$ cat src/rtl/press_classifier.sv
`default_nettype none
// +--------------------------------------------------------------------------+
// | press_classifier: turns a debounced button level into short, long and     |
// | double press ticks. Optional PRESS_CLASSIFIER_AUTOREPEAT_EN adds repeat.  |
// | Revision: 1.0                                                             |
// +--------------------------------------------------------------------------+
module press_classifier #(
    parameter int LONG_CYCLES   = 50_000_000,
    parameter int GAP_CYCLES    = 25_000_000,
    parameter int REPEAT_CYCLES = 10_000_000
) (
    input  logic clk,
    input  logic reset,
    input  logic db_level,
    output logic short_tick,
    output logic long_tick,
    output logic double_tick,
    output logic busy
`ifdef PRESS_CLASSIFIER_AUTOREPEAT_EN
    ,
    output logic repeat_tick
`endif
);

    localparam int MAX_LG     = (LONG_CYCLES > GAP_CYCLES) ? LONG_CYCLES : GAP_CYCLES;
    localparam int MAX_CYCLES = (MAX_LG > REPEAT_CYCLES) ? MAX_LG : REPEAT_CYCLES;
    localparam int CNT_W      = $clog2(MAX_CYCLES) + 1;

    localparam logic [CNT_W-1:0] LONG_LAST = CNT_W'(LONG_CYCLES - 1);
    localparam logic [CNT_W-1:0] GAP_LAST  = CNT_W'(GAP_CYCLES - 1);
    localparam logic [CNT_W-1:0] CNT_ONE   = CNT_W'(1);
`ifdef PRESS_CLASSIFIER_AUTOREPEAT_EN
    localparam logic [CNT_W-1:0] REP_LAST  = CNT_W'(REPEAT_CYCLES - 1);
`endif

    typedef enum logic [2:0] {
        IDLE     = 3'd0,
        PRESS1   = 3'd1,
        GAP      = 3'd2,
        LONGHOLD = 3'd3,
        WAITREL  = 3'd4
    } state_t;

    state_t           state;
    logic [CNT_W-1:0] cnt;

    assign busy = (state != IDLE);

    always_ff @(posedge clk) begin
        if (reset) begin
            state       <= IDLE;
            cnt         <= '0;
            short_tick  <= 1'b0;
            long_tick   <= 1'b0;
            double_tick <= 1'b0;
`ifdef PRESS_CLASSIFIER_AUTOREPEAT_EN
            repeat_tick <= 1'b0;
`endif
        end else begin
            short_tick  <= 1'b0;
            long_tick   <= 1'b0;
            double_tick <= 1'b0;
`ifdef PRESS_CLASSIFIER_AUTOREPEAT_EN
            repeat_tick <= 1'b0;
`endif
            case (state)
                IDLE: begin
                    if (db_level) begin
                        state <= PRESS1;
                        cnt   <= CNT_ONE;
                    end
                end
                PRESS1: begin
                    // A release always wins over the long threshold on the same edge.
                    if (!db_level) begin
                        state <= GAP;
                        cnt   <= CNT_ONE;
                    end else if (cnt == LONG_LAST) begin
                        long_tick <= 1'b1;
                        state     <= LONGHOLD;
                        cnt       <= '0;
                    end else begin
                        cnt <= cnt + CNT_ONE;
                    end
                end
                GAP: begin
                    // A re-press always wins over the gap timeout on the same edge.
                    if (db_level) begin
                        double_tick <= 1'b1;
                        state       <= WAITREL;
                        cnt         <= '0;
                    end else if (cnt == GAP_LAST) begin
                        short_tick <= 1'b1;
                        state      <= IDLE;
                        cnt        <= '0;
                    end else begin
                        cnt <= cnt + CNT_ONE;
                    end
                end
                LONGHOLD: begin
                    if (!db_level) begin
                        state <= IDLE;
                        cnt   <= '0;
                    end else begin
`ifdef PRESS_CLASSIFIER_AUTOREPEAT_EN
                        if (cnt == REP_LAST) begin
                            repeat_tick <= 1'b1;
                            cnt         <= '0;
                        end else begin
                            cnt <= cnt + CNT_ONE;
                        end
`else
                        cnt <= cnt;
`endif
                    end
                end
                WAITREL: begin
                    if (!db_level) begin
                        state <= IDLE;
                        cnt   <= '0;
                    end
                end
                default: begin
                    state <= IDLE;
                    cnt   <= '0;
                end
            endcase
        end
    end

endmodule
`default_nettype wire

$ cat config.mk
export PLATFORM = sky130hd
export DESIGN_NAME = press_classifier
export DESIGN_NICKNAME = d
export VERILOG_FILES = /design/src/rtl/press_classifier.sv
export SDC_FILE = /design/constraint.sdc
export NUM_CORES = 1
export LEC_CHECK = 0
export CORE_UTILIZATION = 58
export DETAILED_ROUTE_END_ITERATION = 6
export PLACE_DENSITY = 0.77
export SYNTH_ARGS = -nofsm -noshare
export SYNTH_HDL_FRONTEND = slang
export SYNTH_SLANG_ARGS = --single-unit
$ cat constraint.sdc
create_clock -name clk -period 2.7 [get_ports clk]
set_input_delay 0.54 -clock clk [delete_from_list [all_inputs] [get_ports clk]]
set_output_delay 0.54 -clock clk [all_outputs]
set_load 0.02 [all_outputs]
* Word-level counts from Yosys, hierarchy flattened
Cells that the tools add are included.
** Word-level totals
- Register bits :: 33
- Input bits :: 3
- Output and inout bits :: 4
- Word-level logic and storage cells :: 44
** Operators by class
- Add/sub/neg operators :: 1
- Equal/unequal tests :: 10
- Multiplexer cells :: 17
- Bitwise gates (word level) :: 3
- Reduce and logical (&&, ||, !) cells :: 8
** Operators by type and width (number)
- $mux 27 :: 6
- $pmux 27 s4 :: 1
- $add 27x1->27 const B :: 1
- $eq 27x25->1 const B :: 1
- $eq 27x26->1 const B :: 1
- $mux 3 :: 6
- $pmux 3 s4 :: 1
- $eq 3x2->1 const B :: 2
- $ne 3x3->1 const B :: 2
- $reduce_or 3->1 :: 2
- $ne 2x2->1 const B :: 2
- $reduce_and 4->1 :: 1
- $reduce_or 2->1 :: 2
- $eq 3x1->1 const B :: 1
- $eq 3x3->1 const B :: 1
- $logic_not 3->1 :: 1
- $mux 1 :: 3
- $not 1->1 :: 3
- $reduce_bool 3->1 :: 1
- $reduce_and 2->1 :: 1

* Longest topological paths before layout
Gate-level depths: netlist of run 1.
- Depth in word-level cells :: 4
- Mapped depth :: 10
- Depth with buffers taken out :: 7

* Worst setup path before layout of run 1
Ideal clock, no wire load.
- Path type :: register -> register
- From :: register cnt[0]
- To :: register cnt[20]
- Library setup time :: 117 ps
- Arrival :: 2205 ps
- Required time :: 2583 ps
- Path slack :: 379 ps
- Cell stages (with the launch flop) :: 9
- Path buffers :: 1
- Clock period less this slack :: 2321 ps
- Cell sequence :: dfxtp_1 -> ha_1 -> nor4bb_1 -> nand4_1 -> or4_1 -> buf_2 -> a22o_4 -> a21o_1 -> a22o_1
** On the way
- Cells in the longest elaborated chain, start to end :: 4
- Elaborated cells between the ends (all ways) :: 8
- Those cells by class :: 1 x add/sub; 2 x eq/ne; 5 x mux
** Ends and longest elaborated chain
- start, declared :: RTL line 45 : logic [CNT_W-1:0] cnt;
- start signal, assigned :: RTL line 83 : cnt <= cnt + CNT_ONE;
- start signal, assigned :: RTL line 97 : cnt <= cnt + CNT_ONE;
- start signal, assigned :: RTL line 113 : cnt <= cnt;
- $add 27x1->27, or another cell as far along :: RTL line 83, 97
- $mux 27, on equally long branches :: RTL line 92, 78
- $mux 27, on equally long branches :: RTL line 88, 75
- $pmux 27 s4 (*) :: RTL line 66 : case (state)
Mark *: on every way between the ends. The rest lies on a longest branch, timed or not.
A chain may end at the register's enable or synchronous reset.

* Final worst setup path of run 1
Ends and elaborated chain as after synthesis.

==> results of run 1 <==
flip-flops by register name (all words and copies together) (netlist names):
name	flops
cnt	27
state	3
double_tick	1
long_tick	1
short_tick	1
cell type report:
cell class,count,area [sq um],share of cell area [%]
repair buffers,13,125,6.50
clock buffers,7,65.1,3.38
well taps,31,38.8,2.02
clock inverters,1,5.00,0.260
flip-flops and latches,33,661,34.3
inverters,4,15.0,0.780
multi-input cells,171,1010,52.7
placed cells by master (no fill, tap or decap), types with 2 or more instances in the layout:
cell type and instances:
nand2_1 16, clkbuf_8 2, nand3b_1 2, or4_1 2
a21oi_1 10, and3_1 8, a22o_1 2, and2_1 2
nand2b_1 2, nor4_1 2, or3_1 4, buf_4 6
nand4_1 11, or2_2 3, dfxtp_1 33, clkbuf_4 5
o21ai_0 4, nor4b_1 2, xor2_1 13, a21o_1 3
nor3_1 13, clkdlybuf4s50_1 6, inv_1 4, nor2_1 31
nand4bb_1 2, xnor2_1 4, nand3_1 17, a31oi_1 2
stage by stage:
step                cells  total power [mW]  setup WS (ns)  util (%)
finish                260             0.926          0.135      68.6
global route          260             0.963         0.0833      68.6
CTS                   260             0.932          0.185      68.6
detailed placement    252             0.616          0.209      66.1
global placement      252             0.614          0.233      66.1
floorplan             219             0.587          0.379         -
logic make-up (layout without fill, tap and decap cells):
logic type	Yosys count	after routing	share of synthesized area, %
AO/OA/AOI/OAI	31	31	12.4
XOR/XNOR	17	17	8.53
adder cells (fa/ha/maj)	1	1	0.717
buffers and inverters	15	25	4.01
flip-flops	33	33	37.8
AND/OR/NAND/NOR	122	122	36.5
where the power goes:
group          total [mW]  switching, mW  internal [mW]
sequential          0.503         0.0103          0.493
combinational       0.103         0.0600         0.0432
clock               0.319          0.168          0.151
total               0.926          0.239          0.687
critical path: cells and delay by family (launching register included):
kind            cells  cell delay [ns]
compound gates      3             0.72
simple gates        3             1.09
fa+ha+maj           1             0.26
flops               1             0.41
per-layer routing:
metal	vias up	share of wire, %	global-route usage [%]
met2	56	46	43.4
met4	0	1.8	17.4
li1	808	-	-
met3	10	6.2	5.76
met1	743	46	33.0
met5	-	0	0
path summary, 6_finish.rpt:
| path | from | to | slack (ns) | cells after the start |
|---|---|---|---|---|
| worst min-delay path | cnt[1] | cnt[1] | 0.48 | 2 |
| worst max-delay path | cnt[0] | cnt[20] | 0.13 | 7 |
| worst min register to register | cnt[1] | cnt[1] | 0.48 | 2 |
| worst max register to register | cnt[0] | cnt[20] | 0.13 | 7 |
==> flow_summary.ini, run 1 <==
[critical_path]
cp_max_fo = 7
cp_slowest_stage_delay_ns = 0.67
cp_slowest_cell = or4_1
cp-start-kind = flip-flop
path_class = flip-flop to flip-flop
worstSetupEndpointType = flip-flop
critPathArrivalTime_ns = 2.81
crit_required_ns = 2.95
path_cells = ha_1 > nor4bb_1 > nand4_1 > or4_1 > a22o_4 > a21o_1 > a22o_1

[floorplan]
ioPinCount = 7
start_util_pct = 62.2
dieArea_sq_um = 3230
coreArea_sq_um = 2810
fp-row-count = 19
die_w_um = 56.9
die_height_um = 56.9

[placement]
post-dp-hpwl_um = 2880
port-buffer-count = 6
post_dp_cell_area_sq_um = 1850
place_congestion = 0.923

[sta]
worst_pin_slew_ns = 0.512
period_needed_ns = 2.57
finalMaxSlewViolations = 0
rsz0062_at_grt = no
whs_ns = 0.484
max_clock_freq_ghz = 0.390
finClkSkew_ns = 0.00508
setup_viol = 0
finalHoldViolCount = 0
period_share_pct = 95.0
slew_headroom_pct = 65.6
tns_ns = 0

[synth]
synthTopCellsByCount = dfxtp_1, nor2_1, nand3_1
synth_area_leaders = dfxtp_1, nor2_1, xor2_1, nand3_1, nand4_1
synth_nets = 223
ys_warn_count = 0
synth_edf_count = 0
synth_top_area_share_pct = 37.8
yosys.area.top_type = dfxtp_1
synth_flop_cell = dfxtp_1
synth.avg_cell_area_sq_um = 7.97
ys_ff_latch = 33
synth_seq_area_share_pct = 37.8
synth_area_sq_um = 1750
synthArstFlopShare_pct = 0
synth_most_common_cell = dfxtp_1
synth_cell_types = 44
synthCells = 219

[flow_run]
maxCapViolations = 0

[run_status]
violations = DRC
status = complete, but fails checks

[drt]
first_pass_iters = 6
postRouteWirelength_um = 3920
drtAntennaViolNets = 0
drc = 3
vias = 1617
routedWlPerCell_um = 15.1
drt_iter0_markers = 79
vias_per_cell = 6.22

[clock_tree]
cts-resized-gates = 0
post_cts_buffers = 0
hold_buffers = 0
clk_latency_ns = 0.34
clock_sinks = 33
cts_buffer_depth = 2
root_buffer = clkbuf_4
cts_tree = done
cts-buffers-inserted = 5
htreeDepth = 2
cts.clk_slew.worst_paths_ns = 0.10

[finish]
final_area_sq_um = 1920
fillers = 244
diodes = 0
areaGrowthSynthToFinish_pct = 10.3
nets = 232
drive_gt1_share_pct = 10.0

[grt]
grt_overflow = 0
grt_max_degree = 19
gr-usage-all-layers_pct = 27.2
grt_first_pass_wirelength_um = 6630
antenna_found_initial = 0
grt_pass1_vias = 1467

[worst_hold_path]
min_path_type = flip-flop to flip-flop

[power_and_ir_drop]
p_leak_nw = 0.696
power.density_nw_per_um2 = 481
ir_drop_uv = 401
Power figures use the tool's default switching activity.
==> run 2: changes to the inputs <==
--- a/config.mk
+++ b/config.mk
@@ -7,6 +7,7 @@
 export LEC_CHECK = 0
 export CORE_UTILIZATION = 58
 export DETAILED_ROUTE_END_ITERATION = 6
+export GPL_TIMING_DRIVEN = 0
 export PLACE_DENSITY = 0.77
 export SYNTH_ARGS = -nofsm -noshare
 export SYNTH_HDL_FRONTEND = slang
==> constraint.sdc (replaced) <==
create_clock -name clk -period 3.2 [get_ports clk]
set_input_delay 0.64 -clock clk [delete_from_list [all_inputs] [get_ports clk]]
set_output_delay 0.64 -clock clk [all_outputs]
set_load 0.02 [all_outputs]
==> flow_summary.ini, run 2 (synthesis gave the netlist of run 1 again) <==
[drt]
vias = 1689
drt_iter0_markers = 136
postRouteWirelength_um = 4130
drtAntennaViolNets = 0
drc = 2
vias_per_cell = 6.45
first_pass_iters = 7
routedWlPerCell_um = 15.8

[clock_tree]
cts_tree = done
clk_latency_ns = 0.34
root_buffer = clkbuf_4
cts-buffers-inserted = 5
cts.clk_slew.worst_paths_ns = 0.10
htreeDepth = 2
post_cts_buffers = 0
cts_buffer_depth = 2
hold_buffers = 0
clock_sinks = 33
cts-resized-gates = 0

[worst_hold_path]
min_path_cells = 2
min_to = cnt[1]
min-delay-start = cnt[1]
min_path_type = flip-flop to flip-flop

[power_and_ir_drop]
p_leak_nw = 0.679
intPower_mw = 0.635
total_power_mw = 0.837
power.share.clock_pct = 38.9
p_sw_share_pct = 24.2
p_comb_share_pct = 10.8
share_seq_of_total_power_pct = 50.3
ir_drop_uv = 308
switching_power_mw = 0.202
power.density_nw_per_um2 = 439

[sta]
period_share_pct = 82.7
max_clock_freq_ghz = 0.378
period_needed_ns = 2.65
slew_headroom_pct = 39.6
tns_ns = 0
worst_pin_slew_ns = 0.893
finClkSkew_ns = 0.00940
finalHoldViolCount = 0
setup_viol = 0
finalMaxSlewViolations = 0
rsz0062_at_grt = no

[finish]
reg.largest.list = cnt (27), state (3)
final_cell_mix = dfxtp_1, nor2_1, nand3_1, nand2_1
largest_reg_flops = 27
drive_gt1_share_pct = 8.23
utilization_pct = 68.1
areaGrowthSynthToFinish_pct = 9.39
final_area_sq_um = 1910
layout.cells.non_filler = 262
top_register = cnt
diodes = 0
fillers = 235
nets = 234
final_common_cell = dfxtp_1

[grt]
grt_overflow = 0
gr-usage-all-layers_pct = 27.9
grt_max_degree = 11
grt_first_pass_wirelength_um = 6860
grt_pass1_vias = 1488
antenna_found_initial = 0

[floorplan]
coreArea_sq_um = 2810
die_height_um = 56.9
start_util_pct = 62.2
ioPinCount = 7
fp-row-count = 19
dieArea_sq_um = 3230
die_w_um = 56.9

[critical_path]
rr_worst_depth = 10
cp-start-kind = flip-flop
r2r_start = cnt[0]
path_class = flip-flop to flip-flop
cp_max_fo = 10
crit_required_ns = 3.44
critPathArrivalTime_ns = 2.88
worstSetupEndpointType = flip-flop
r2r_end = cnt[15]
r2r_setup_slack_ns = 0.55

[run_status]
violations = DRC
status = complete, but fails checks

[placement]
place_congestion = 0.931
port-buffer-count = 4
place_inst = 254
post-dp-hpwl_um = 2930
post_dp_cell_area_sq_um = 1820

[flow_run]
maxCapViolations = 0
run 2: cell count changes in the layout (fill, tap and decap cells not counted):
cell / delta
buf_12: -1
buf_2: +2
buf_4: -5
buf_6: +1
bufinv_16: +1
clkbuf_1: +8
clkbuf_8: -1
clkdlybuf4s50_1: -2
clkinv_2: -1
run 2: area by class of cell:
| type | count | area, sq um | area share (%) |
|---|---|---|---|
| multi-input combinational | 171 | 1010 | 53.1 |
| sequential | 33 | 661 | 34.6 |
| clock buffer | 7 | 55.1 | 2.88 |
| buffer | 11 | 55.1 | 2.88 |
| timing repair buffer | 4 | 40.0 | 2.10 |
| tap | 31 | 38.8 | 2.03 |
| clock inverter | 1 | 30.0 | 1.57 |
| inverter | 4 | 15.0 | 0.786 |
run 2: metrics by stage:
stage	hold WS, ns	setup WS [ns]
after floorplan	0.448	0.879
after global placement	0.456	0.686
after detailed placement	0.484	0.613
after CTS	0.498	0.597
after global routing	0.532	0.419
final	0.500	0.555
run 2: worst max path at each step:
stage,start,to,depth (start not counted)
after floorplan,cnt[0],cnt[20],8
after global placement,cnt[0],cnt[13],10
after detailed placement,cnt[0],cnt[15],10
after CTS,cnt[0],cnt[9],10
after global routing,cnt[0],cnt[9],10
final,cnt[0],cnt[15],10
run 2: layer usage:
layer | vias up | global-route usage [%] | wire length, um
li1 | 805 | - | -
met4 | 0 | 9.41 | 59
met3 | 7 | 7.60 | 291
met5 | - | 0 | 0
met1 | 804 | 36.6 | 1850
met2 | 73 | 44.4 | 1920
run 2: worst max-delay path: stages (launching register included):
cell and delay (ns):
dfxtp_1 0.45, ha_1 0.30, nor4bb_1 0.29, nand4_1 0.11, or4_1 0.50, buf_2 0.18, a211oi_1 0.21, or2_1 0.13
buf_4 0.17, buf_6 0.15, nor2_1 0.05
run 2: power by group through the flow:
stage / registers, mW / logic [mW] / clock network [mW]
2_1_floorplan: 0.429 / 0.0664 / 0
3_3_place_gp: 0.429 / 0.0862 / 0
3_5_place_dp: 0.430 / 0.0892 / 0
4_1_cts: 0.421 / 0.0893 / 0.330
5_1_grt: 0.422 / 0.0988 / 0.348
6_report: 0.421 / 0.0905 / 0.326
==> run 3: changes to the inputs <==
==> constraint.sdc (replaced) <==
create_clock -name clk -period 2.7 [get_ports clk]
set_input_delay 0.54 -clock clk [delete_from_list [all_inputs] [get_ports clk]]
set_output_delay 0.54 -clock clk [all_outputs]
set_load 0.02 [all_outputs]
==> flow_summary.ini, run 3 (synthesis gave the netlist of run 1 again) <==
[sta]
period_needed_ns = 2.53
tns_ns = 0
slew_headroom_pct = 36.8
finalMaxSlewViolations = 0
max_clock_freq_ghz = 0.395
worst_pin_slew_ns = 0.934
finClkSkew_ns = 0.0144
finalHoldViolCount = 0
setup_viol = 0
rsz0062_at_grt = no
period_share_pct = 93.9

[finish]
final_area_sq_um = 1910
drive_gt1_share_pct = 9.09
largest_reg_flops = 27
top_register = cnt
nets = 234
reg.largest.list = cnt (27), state (3)
final_common_cell = dfxtp_1
areaGrowthSynthToFinish_pct = 9.61
fillers = 238
final_cell_mix = dfxtp_1, nor2_1, nand3_1, nand2_1
diodes = 0

[drt]
vias_per_cell = 6.32
postRouteWirelength_um = 4130
routedWlPerCell_um = 15.8
drtAntennaViolNets = 0
drt_iter0_markers = 147
drc = 2
first_pass_iters = 6
vias = 1657

[run_status]
violations = DRC
status = complete, but fails checks

[power_and_ir_drop]
switching_power_mw = 0.244
ir_drop_uv = 359
share_seq_of_total_power_pct = 50.1
power.share.clock_pct = 39.0
p_sw_share_pct = 24.4
intPower_mw = 0.754
power.density_nw_per_um2 = 521
p_comb_share_pct = 10.9
p_leak_nw = 0.676

[critical_path]
crit_required_ns = 2.94
cp-start-kind = flip-flop
path_class = flip-flop to flip-flop
r2r_end = cnt[9]
critPathArrivalTime_ns = 2.77
r2r_setup_slack_ns = 0.17
worstSetupEndpointType = flip-flop
rr_worst_depth = 10
r2r_start = cnt[0]
cp_max_fo = 10

[clock_tree]
cts.clk_slew.worst_paths_ns = 0.10
htreeDepth = 2
clock_sinks = 33
cts_buffer_depth = 2
clk_latency_ns = 0.35
hold_buffers = 0
cts-buffers-inserted = 5
root_buffer = clkbuf_4
cts_tree = done

[floorplan]
dieArea_sq_um = 3230
coreArea_sq_um = 2810
die_height_um = 56.9
start_util_pct = 62.2
ioPinCount = 7
die_w_um = 56.9
fp-row-count = 19

[flow_run]
maxCapViolations = 0

[grt]
gr-usage-all-layers_pct = 27.9
grt_pass1_vias = 1488
grt_max_degree = 11
grt_first_pass_wirelength_um = 6860
antenna_found_initial = 0
grt_overflow = 0

[placement]
post-dp-hpwl_um = 2930
port-buffer-count = 4
post_dp_cell_area_sq_um = 1820
place_congestion = 0.931

[worst_hold_path]
min-delay-start = cnt[1]
min_path_cells = 2
min_to = cnt[1]
min_path_type = flip-flop to flip-flop
[run 3: cell types whose count changed in the layout (fill, tap and decap cells not counted)]
cell | before | now
dfxtp_1 | 33 | 32
dfxtp_2 | 0 | 1
ha_1 | 1 | 0
ha_2 | 0 | 1
[run 3: layout make-up]
class,instances,area [sq um],area share [%]
well taps,31,38.8,2.03
plain buffers,11,55.1,2.88
clock inverters,1,30.0,1.57
flip-flops and latches,33,662,34.6
clock buffers,7,55.1,2.88
repair buffers,4,40.0,2.09
multi-input cells,171,1020,53.2
inverters,4,15.0,0.785
[run 3: worst max-delay path, stage by stage, from the launching register on]
cell	delay (ns)
dfxtp_2	0.40
ha_2	0.24
nor4bb_1	0.28
nand4_1	0.11
or4_1	0.50
buf_2	0.18
a211oi_1	0.21
or2_1	0.13
buf_4	0.17
buf_6	0.15
nor2_1	0.05
[run 3: power groups by stage]
stage / logic [mW] / clock network [mW] / registers, mW
floorplan: 0.0787 / 0 / 0.508
CTS: 0.106 / 0.391 / 0.498
finish: 0.109 / 0.389 / 0.500
detailed placement: 0.106 / 0 / 0.510
global placement: 0.102 / 0 / 0.509
global route: 0.118 / 0.412 / 0.501
[run 3: per-layer routing]
layer  up-vias  share of wire [%]  global-route usage (%)
met5         -                  0                       0
met4         0               0.90                    9.41
met3         4                6.9                    7.60
met2        67                 48                    44.4
met1       778                 44                    36.6
li1        808                  -                       -
[run 3: worst max-delay path by stage]
stage,startpoint,endpoint,slack [ns]
5_1_grt,cnt[0],cnt[9],0.05
6_report,cnt[0],cnt[9],0.17
2_1_floorplan,cnt[0],cnt[20],0.38
4_1_cts,cnt[0],cnt[9],0.1
3_3_place_gp,cnt[0],cnt[13],0.19
3_5_place_dp,cnt[0],cnt[15],0.11
[run 3: stage by stage]
| stage | total power, mW | setup slack (ns) | hold slack, ns | utilization (%) | cells |
|---|---|---|---|---|---|
| finish | 0.998 | 0.166 | 0.504 | 68.2 | 262 |
| CTS | 0.996 | 0.0970 | 0.498 | 68.1 | 262 |
| detailed placement | 0.615 | 0.113 | 0.484 | 65.0 | 254 |
| global route | 1.03 | 0.0548 | 0.535 | 68.2 | 262 |
| floorplan | 0.587 | 0.379 | 0.448 | - | 219 |
| global placement | 0.611 | 0.186 | 0.456 | 65.0 | 254 |
[run 3: what timing repair did]
item / in CTS / in global routing
setup endpoints to repair: 0 / 15
buffers inserted: 0 / 0
resized for setup: 0 / 2
